===== src/rtl/organ_tone_gen.sv =====
// organ_tone_gen -- keypad / auto-play organ core driving a square-wave buzzer.
//
// Ports:
//   clk_in    system clock, all logic on the rising edge
//   rst       asynchronous active-low reset
//   auto      1 = auto-play the internal scale, 0 = manual keypad (async level)
//   Key       key levels, 1 = pressed, key 0 = lowest C (async levels)
//   beep      square-wave tone, 0 when silent
//   note_idx  0 = rest, 1..NUM_KEYS = sounding key index + 1
//   octave    one-hot octave of the current note, 0 on rest
//   codeout   active-low 7-seg {dp,g,f,e,d,c,b,a}; dp lit (0) in auto mode
module organ_tone_gen #(
  parameter  int NUM_KEYS    = 14,
  parameter  int CLK_HZ      = 1000000,
  parameter  int BEAT_CYCLES = 250000,
  parameter  int GAP_CYCLES  = 10000,
  localparam int NOCT        = NUM_KEYS / 7,
  localparam int NW          = $clog2(NUM_KEYS + 1)
) (
  input  logic                clk_in,
  input  logic                rst,
  input  logic                auto,
  input  logic [NUM_KEYS-1:0] Key,
  output logic                beep,
  output logic [NW-1:0]       note_idx,
  output logic [NOCT-1:0]     octave,
  output logic [7:0]          codeout
);

  localparam int BW = $clog2(BEAT_CYCLES);
  localparam int OW = (NOCT > 1) ? $clog2(NOCT) : 1;
  // Low C has the longest half period, so it sizes the tone counter.
  localparam int TW = $clog2((CLK_HZ + 262) / 524 + 1);

  localparam logic [BW-1:0] NOTE_LAST = BW'(BEAT_CYCLES - GAP_CYCLES - 1);
  localparam logic [BW-1:0] BEAT_LAST = BW'(BEAT_CYCLES - 1);
  localparam logic [NW-1:0] REST_POS  = NW'(NUM_KEYS);

  localparam logic [1:0] S_MANUAL = 2'd0;
  localparam logic [1:0] S_NOTE   = 2'd1;
  localparam logic [1:0] S_GAP    = 2'd2;

  // Half period of digit d in the lowest octave: round(CLK_HZ / (2*f)).
  function automatic logic [TW-1:0] base_of(input logic [2:0] d);
    case (d)
      3'd1:    base_of = TW'((CLK_HZ + 262) / 524);
      3'd2:    base_of = TW'((CLK_HZ + 294) / 588);
      3'd3:    base_of = TW'((CLK_HZ + 330) / 660);
      3'd4:    base_of = TW'((CLK_HZ + 349) / 698);
      3'd5:    base_of = TW'((CLK_HZ + 392) / 784);
      3'd6:    base_of = TW'((CLK_HZ + 440) / 880);
      3'd7:    base_of = TW'((CLK_HZ + 494) / 988);
      default: base_of = '0;
    endcase
  endfunction

  function automatic logic [6:0] seg_of(input logic [2:0] d);
    case (d)
      3'd1:    seg_of = 7'h79;
      3'd2:    seg_of = 7'h24;
      3'd3:    seg_of = 7'h30;
      3'd4:    seg_of = 7'h19;
      3'd5:    seg_of = 7'h12;
      3'd6:    seg_of = 7'h02;
      3'd7:    seg_of = 7'h78;
      default: seg_of = 7'h3F;
    endcase
  endfunction

  // input synchronisers
  logic [NUM_KEYS-1:0] key_s1_q, key_s2_q;
  logic                auto_s1_q, auto_s2_q;

  always_ff @(posedge clk_in or negedge rst) begin
    if (!rst) begin
      key_s1_q  <= '0;
      key_s2_q  <= '0;
      auto_s1_q <= 1'b0;
      auto_s2_q <= 1'b0;
    end else begin
      key_s1_q  <= Key;
      key_s2_q  <= key_s1_q;
      auto_s1_q <= auto;
      auto_s2_q <= auto_s1_q;
    end
  end

  // highest pressed key wins
  logic [NW-1:0] hi_key;
  always_comb begin
    hi_key = '0;
    for (int i = 0; i < NUM_KEYS; i++)
      if (key_s2_q[i]) hi_key = NW'(i + 1);
  end

  // mode / song sequencer; one beat counter spans note and gap
  logic [1:0]    state_q, state_d;
  logic [NW-1:0] pos_q, pos_d;
  logic [BW-1:0] beat_q, beat_d;

  always_comb begin
    state_d = state_q;
    pos_d   = pos_q;
    beat_d  = beat_q;
    case (state_q)
      S_MANUAL: begin
        if (auto_s2_q) begin
          state_d = S_NOTE;
          pos_d   = '0;
          beat_d  = '0;
        end
      end
      S_NOTE: begin
        if (beat_q == NOTE_LAST) state_d = S_GAP;
        beat_d = beat_q + 1'b1;
      end
      S_GAP: begin
        if (beat_q == BEAT_LAST) begin
          state_d = S_NOTE;
          beat_d  = '0;
          pos_d   = (pos_q == REST_POS) ? '0 : pos_q + 1'b1;
        end else begin
          beat_d = beat_q + 1'b1;
        end
      end
      default: state_d = S_MANUAL;
    endcase
    if (!auto_s2_q) begin
      state_d = S_MANUAL;
      pos_d   = '0;
      beat_d  = '0;
    end
  end

  // Note and display are decoded from next-state values so they land in the
  // same cycle as the state change (2 sync flops + this register).
  logic [NW-1:0]   note_d, note_q;
  logic [2:0]      dig_d, dig_q;
  logic [OW-1:0]   oki_d, oki_q;
  logic [NOCT-1:0] oct_d, oct_q;
  logic [7:0]      code_d, code_q;

  always_comb begin
    note_d = '0;
    if (state_d == S_MANUAL)                    note_d = hi_key;
    else if (state_d == S_NOTE && pos_d != REST_POS) note_d = pos_d + 1'b1;
    dig_d = '0;
    oki_d = '0;
    oct_d = '0;
    for (int k = 0; k < NOCT; k++)
      for (int d = 1; d <= 7; d++)
        if (note_d == NW'(7 * k + d)) begin
          dig_d    = 3'(d);
          oki_d    = OW'(k);
          oct_d    = '0;
          oct_d[k] = 1'b1;
        end
    code_d = {state_d == S_MANUAL, seg_of(dig_d)};
  end

  always_ff @(posedge clk_in or negedge rst) begin
    if (!rst) begin
      state_q <= S_MANUAL;
      pos_q   <= '0;
      beat_q  <= '0;
      note_q  <= '0;
      dig_q   <= '0;
      oki_q   <= '0;
      oct_q   <= '0;
      code_q  <= 8'hBF;
    end else begin
      state_q <= state_d;
      pos_q   <= pos_d;
      beat_q  <= beat_d;
      note_q  <= note_d;
      dig_q   <= dig_d;
      oki_q   <= oki_d;
      oct_q   <= oct_d;
      code_q  <= code_d;
    end
  end

  // tone generator; a note change restarts the waveform low
  logic [TW-1:0] hp, tone_q, tone_d;
  logic          beep_q, beep_d;

  assign hp = base_of(dig_q) >> oki_q;

  always_comb begin
    tone_d = tone_q + 1'b1;
    beep_d = beep_q;
    if (note_d != note_q || note_q == '0) begin
      tone_d = '0;
      beep_d = 1'b0;
    end else if (tone_q == hp - 1'b1) begin
      tone_d = '0;
      beep_d = ~beep_q;
    end
  end

  always_ff @(posedge clk_in or negedge rst) begin
    if (!rst) begin
      tone_q <= '0;
      beep_q <= 1'b0;
    end else begin
      tone_q <= tone_d;
      beep_q <= beep_d;
    end
  end

  assign beep     = beep_q;
  assign note_idx = note_q;
  assign octave   = oct_q;
  assign codeout  = code_q;

endmodule


===== config.mk =====
export PLATFORM = sky130hd
export DESIGN_NAME = organ_tone_gen
export DESIGN_NICKNAME = d
export VERILOG_FILES = /design/src/rtl/organ_tone_gen.sv
export SDC_FILE = /design/constraint.sdc
export NUM_CORES = 1
export LEC_CHECK = 0
export ABC_CLOCK_PERIOD_IN_PS = 8480
export CAP_MARGIN = 10
export CELL_PAD_IN_SITES_DETAIL_PLACEMENT = 2
export CELL_PAD_IN_SITES_GLOBAL_PLACEMENT = 2
export CORE_ASPECT_RATIO = 1.1
export CORE_MARGIN = 2
export CORE_UTILIZATION = 40
export CTS_CLUSTER_SIZE = 16
export DETAILED_ROUTE_END_ITERATION = 8
export GPL_TIMING_DRIVEN = 0
export PLACE_DENSITY = 0.79
export SYNTH_ARGS = -nofsm -noshare
export SYNTH_HDL_FRONTEND = slang
export SYNTH_SLANG_ARGS = --single-unit
export TNS_END_PERCENT = 100

===== constraint.sdc =====
create_clock -name clk_in -period 8.48 [get_ports clk_in]
set_input_delay 1.696 -clock clk_in [delete_from_list [all_inputs] [get_ports clk_in]]
set_output_delay 1.696 -clock clk_in [all_outputs]
set_load 0.05 [all_outputs]

## Word-level counts from Yosys, hierarchy flattened

Index checks and enable logic that the tools add are counted.

| storage, ports and cells | value |
|---|---|
| register bits after elaboration | 84 |
| word-level logic and storage cells | 133 |
| output and inout bits | 15 |
| input port bits | 17 |

| operators by class | value |
|---|---|
| reductions and logical operators | 6 |
| $add $sub $neg | 5 |
| bitwise gates (word level) | 1 |
| eq/ne operators | 38 |
| multiplexer cells | 68 |
| shifts and indexed selects | 1 |

Operators with widths:

| operator | count |
|---|---|
| case mux 11 bit (7 select lines) | 1 |
| two-way mux 4 bit | 17 |
| case mux 18 bit (3 select lines) | 1 |
| case mux 7 bit (7 select lines) | 1 |
| two-way mux 3 bit | 13 |
| equality test 18 bit (second input constant) | 2 |
| two-way mux 18 bit | 2 |
| two-way mux 2 bit | 17 |
| equality test 4 bit (second input constant) | 8 |
| equality test 3 bit (second input constant) | 8 |
| two-way mux 11 bit | 2 |
| adder 18 x 1 -> 18 bit (second input constant) | 1 |
| equality test 4 x 3 -> 1 bit (second input constant) | 4 |
| equality test 3 x 2 -> 1 bit (second input constant) | 4 |
| two-way mux 1 bit | 12 |
| adder 11 x 1 -> 11 bit (second input constant) | 1 |
| equality test 11 bit | 1 |
| >> shifter 11 x 1 -> 11 bit | 1 |
| subtractor 11 x 1 -> 11 bit (second input constant) | 1 |
| adder 4 x 1 -> 4 bit (second input constant) | 2 |
| equality test 4 x 2 -> 1 bit (second input constant) | 2 |
| case mux 4 bit (2 select lines) | 1 |
| equality test 3 x 1 -> 1 bit (second input constant) | 2 |
| case mux 2 bit (3 select lines) | 1 |
| 12 further kinds | 14 |

## Logic depth before layout (Yosys ltp)

| depth | value |
|---|---|
| depth in word-level cells | 32 |
| depth in mapped cells | 18 |
| gate-level depth less buffers | 15 |

## Least setup slack after synthesis

No wires, ideal clock.

| path | value |
|---|---|
| path kind | register -> register |
| start point | reg dig_q[2] |
| end point | reg tone_q[9] |
| period minus slack after synthesis | 3.364 ns |
| required time | 8.384 ns |
| arrival time | 3.269 ns |
| setup slack | 5.116 ns |
| setup time | 0.096 ns |
| cell stages (with the launch flop) | 19 |
| buffers on the path | 4 |
| path through | dfrtp_1 -> clkbuf_1 -> buf_1 -> nand2_1 -> nor2_1 -> nor2_1 -> o21a_1 -> ha_1 -> clkbuf_1 -> nor2_1 -> nor2_1 -> mux4_2 -> o21bai_1 -> a31oi_1 -> a31oi_1 -> or4_1 -> clkbuf_1 -> nand2_1 -> nor4_2 |

| between the ends | value |
|---|---|
| cells in the longest elaborated chain, start to end | 7 |
| elaborated cells between the ends (all ways) | 13 |
| those cells by class | add/sub: 1; eq/ne: 8; shift: 1; mux: 3 |

Ends and longest elaborated chain:

| what | RTL line | text |
|---|---|---|
| from (decl) | 138 | `logic [2:0] dig_d, dig_q;` |
| from (signal assigned) | 176 | `dig_q <= dig_d;` |
| equality test 3 bit (tied with other cells) | 45 | `case (d)` |
| case mux 11 bit (7 select lines) (*) | 45 |  |
| >> shifter 11 x 1 -> 11 bit (*) | 187 | `assign hp = base_of(dig_q) >> oki_q;` |
| subtractor 11 x 1 -> 11 bit (*) | 195 | `end else if (tone_q == hp - 1'b1) begin` |
| equality test 11 bit (*) | 195 |  |
| two-way mux 11 bit (*) | 195 |  |
| two-way mux 11 bit (*) | 192 | `if (note_d != note_q \|\| note_q == '0) begin` |
| named net tone_d[9] | 184 | `logic [TW-1:0] hp, tone_q, tone_d;` |
| to (signal assigned) | 206 | `tone_q <= tone_d;` |
| to (decl) | 184 |  |

Mark *: on every way through the listed nets, which the timed path passes. The rest lies on a longest branch.
A chain may end at the register's enable or synchronous reset.

## Final worst setup path

Ends and elaborated chain as after synthesis.

==> implementation parameters <==
Parameter                              Value

Clocking
  Clock tree from TritonCTS    done
  Cells resized by post-CTS repair    0
  Inserted Clock Buffers    9
  Depth of the CTS H-tree    3
  Number of buffers inserted by post-CTS setup repair    0
  Insertion delay to the later sink of the worst-skew pair    0.34 ns
  Clock net sink count    83
  Cell at the root of the clock tree    sky130_fd_sc_hd__clkbuf_16
  Hold Buf Count CTS    0
  Maximum buffer depth of the clock tree    2
  Register clock-pin slew on the reported worst setup and hold paths    0.06 ns

Layout
  Number of fill cells in the layout    1108
  Non-filler instance count after layout    652
  Area added between synthesis and finish    18.4%
  Number of nets at the end of the flow    528
  Most frequent standard cell in the layout excluding fill and tap cells    sky130_fd_sc_hd__dfrtp_1
  Total inserted antenna cells    0
  Commonest cells after routing, fill and taps aside    sky130_fd_sc_hd__dfrtp_1 (76), sky130_fd_sc_hd__nor2_1 (49), sky130_fd_sc_hd__nand2_1 (40)
  Proportion of layout cells with a drive suffix above 1    12.9%

STA
  Fin crit share    51.6%
  Setup slack after layout    4.11 ns
  Smallest hold slack    0.350 ns
  Final count of pins violating max slew    0
  Setup Total Neg Slack    0 ns
  Layout Skew    0.00551 ns
  Time the worst path needs with I/O delays and setup    4.37 ns
  Worst slew margin relative to its limit    55.7%
  Max Freq    229 MHz
  Setup repair after global routing missed its margin    false
  Count of endpoints failing hold in the final timing report    0
  Transition time of the tightest slew-check pin    0.655 ns
  Final-report setup violation count    0

Detailed routing
  Drt initial violations    126
  Routed vias/inst    5.56
  Post-route DRC violation count    0
  Via total after detailed routing    3627
  Wire length after detailed routing    12900 µm
  Post-route ant nets    0
  Drt wl/cell    19.8 µm
  Number of iterations in the first detailed-routing pass    4

Logic synthesis
  Number of synthesis warnings    0
  Average cell area after synthesis    9.86 µm²
  Number of enable flip-flop cells after synthesis    0
  Sequential cell area fraction in the yosys report    46.3%
  Post-Syn Area    4500 µm²
  Most used flip-flop cell after synthesis    sky130_fd_sc_hd__dfrtp_1
  Number of nets in the synthesized netlist    485
  FF+latch count, synth    83
  Post-synthesis instance total    457
  Netlist cell types    70
  Area share of the largest cell type after synthesis    42.2%
  Area contributors post-synth    sky130_fd_sc_hd__dfrtp_1 (42%), sky130_fd_sc_hd__xnor2_1 (4.7%), sky130_fd_sc_hd__dfstp_2 (4.1%)
  Post-synth top area cell    sky130_fd_sc_hd__dfrtp_1
  Async SR Flop Fraction    100%

Critical path
  Crit path required time    8.72 ns
  Critical path arrival    4.62 ns
  Critical path fanouts, max    10
  Crit Path Class    reg2reg
  Launching element type of the critical path    flop
  CP endpoint kind    flop

Floorplan
  Die area    12100 µm²
  Core Area    11000 µm²
  Width of the chip    105 µm
  I/O pins    32
  Num rows    40
  Initial cell density of the core    41.1%
  Vertical extent of the die    115 µm

Flow run
  Max-cap check violation count    0

Placed design
  Placed Cells incl. Taps    636
  Placer congestion estimate    0.873
  Estimated wirelength of the detail-placed design    9290 µm
  Place WS    4.14 ns
  Number of buffers added on ports    31

GRT
  Number of global-route vias before repair    4118
  Total grt overflow    0
  Total track usage    22.6%
  Initial antenna violation count    0
  Largest net degree at the start of global routing    66
  Global-route wire length before repair    21500 µm

Power and ir drop
  Worst vdd rail ir drop    0.140 mV
  P_leak    2.16 nW
  Power per cell area    203 nW/µm²
  Power, Total    1.08 mW

Hold path
  Kind of path behind the tightest hold check    reg2reg

Outcome
  Status    finished clean
-- final timing paths --
check                      slack (ns)                    end                  start  cells after the start
max                              4.11    tone_q[9]$_DFF_PN0_     dig_q[2]$_DFF_PN0_                     18
min                              0.35  key_s2_q[6]$_DFF_PN0_  key_s1_q[6]$_DFF_PN0_                      0
max reg2reg                      4.11    tone_q[9]$_DFF_PN0_     dig_q[2]$_DFF_PN0_                     18
min reg2reg                      0.35  key_s2_q[6]$_DFF_PN0_  key_s1_q[6]$_DFF_PN0_                      0
max in group asynchronous        6.60   codeout[1]$_DFF_PN1_                    rst                      2
min in group asynchronous        1.24  beat_q[0]$_DFFE_PN0P_                    rst                      1
-- through the flow --
stage / cell area (µm²) / util (%)
finish: 5330 / 48.7
global route: 5330 / 48.7
CTS: 5330 / 48.7
detailed placement: 5020 / 45.8
global placement: 5000 / 45.6
floorplan: 4500 / -
-- synthesized netlist by cell type, types with 4 or more instances --
cell type / count
sky130_fd_sc_hd__nor3_1: 7
sky130_fd_sc_hd__nor4_2: 10
sky130_fd_sc_hd__nor2b_1: 7
sky130_fd_sc_hd__nand2_1: 40
sky130_fd_sc_hd__dfstp_2: 7
sky130_fd_sc_hd__o21ai_0: 17
sky130_fd_sc_hd__nand3_1: 23
sky130_fd_sc_hd__nor4_1: 5
sky130_fd_sc_hd__inv_1: 16
sky130_fd_sc_hd__nand2b_1: 7
sky130_fd_sc_hd__dfrtp_1: 76
sky130_fd_sc_hd__a31oi_1: 6
sky130_fd_sc_hd__and3_1: 12
sky130_fd_sc_hd__nor2_1: 49
sky130_fd_sc_hd__xor2_1: 14
sky130_fd_sc_hd__a21o_1: 4
sky130_fd_sc_hd__xnor2_1: 24
sky130_fd_sc_hd__and2_1: 6
sky130_fd_sc_hd__clkbuf_1: 16
sky130_fd_sc_hd__ha_1: 11
sky130_fd_sc_hd__a21oi_1: 19
-- logic make-up after synthesis --
kind of cell | count (synthesis) | synth area share [%]
AND/OR/NAND/NOR | 195 | 24.1
AO/OA/AOI/OAI | 86 | 14.1
buffers and inverters | 42 | 4.14
adder cells (fa/ha/maj) | 11 | 3.06
multiplexers | 1 | 0.500
flip-flops | 83 | 46.3
XOR/XNOR | 39 | 7.75
-- worst max-delay path, cell delays in order (launching register included) --
cell and delay [ns]:
sky130_fd_sc_hd__dfrtp_1 0.34, sky130_fd_sc_hd__clkbuf_1 0.34, sky130_fd_sc_hd__buf_1 0.42, sky130_fd_sc_hd__nand2_1 0.19, sky130_fd_sc_hd__nor2_1 0.12, sky130_fd_sc_hd__nor2_1 0.05
sky130_fd_sc_hd__o21a_1 0.18, sky130_fd_sc_hd__ha_1 0.19, sky130_fd_sc_hd__clkbuf_1 0.22, sky130_fd_sc_hd__nor2_1 0.14, sky130_fd_sc_hd__nor2_1 0.05, sky130_fd_sc_hd__mux4_2 0.45
sky130_fd_sc_hd__o21bai_1 0.15, sky130_fd_sc_hd__a31oi_1 0.10, sky130_fd_sc_hd__a31oi_1 0.24, sky130_fd_sc_hd__or4_1 0.25, sky130_fd_sc_hd__clkbuf_1 0.43, sky130_fd_sc_hd__nand2_1 0.14
sky130_fd_sc_hd__nor4_2 0.28
-- layout make-up --
cell class	count	area, µm²	share of cell area, %
repair buffers	32	335	6.29
clock inverters	7	83.8	1.57
flip-flops and latches	83	2090	39.1
multi-input cells	332	2230	41.9
clock buffers	9	225	4.22
inverters	18	67.6	1.27
plain buffers	24	119	2.23
well taps	147	184	3.45
-- sequential cells by signal, summed over array words and instances (netlist names) --
| signal | count |
|---|---|
| beep | 1 |
| key_s1_q | 14 |
| codeout | 8 |
| tone_q | 11 |
| dig_q | 3 |
| pos_q | 4 |
| beat_q | 18 |
| key_s2_q | 14 |
| auto_s2_q | 1 |
| note_idx | 4 |
| octave | 2 |
| state_q | 2 |
| auto_s1_q | 1 |
-- power by group --
part / total, mW / internal [mW] / switching [mW]
clock: 0.409 / 0.233 / 0.175
combinational: 0.239 / 0.0842 / 0.154
sequential: 0.433 / 0.420 / 0.0130
total: 1.08 / 0.738 / 0.343
-- per-layer routing --
metal  part of all wire, %  GRT usage (%)
met5                     0              0
met4                   2.7           9.42
met3                   2.0           3.40
met2                    54           42.2
met1                    41           25.8
Power figures use the tool's default switching activity.
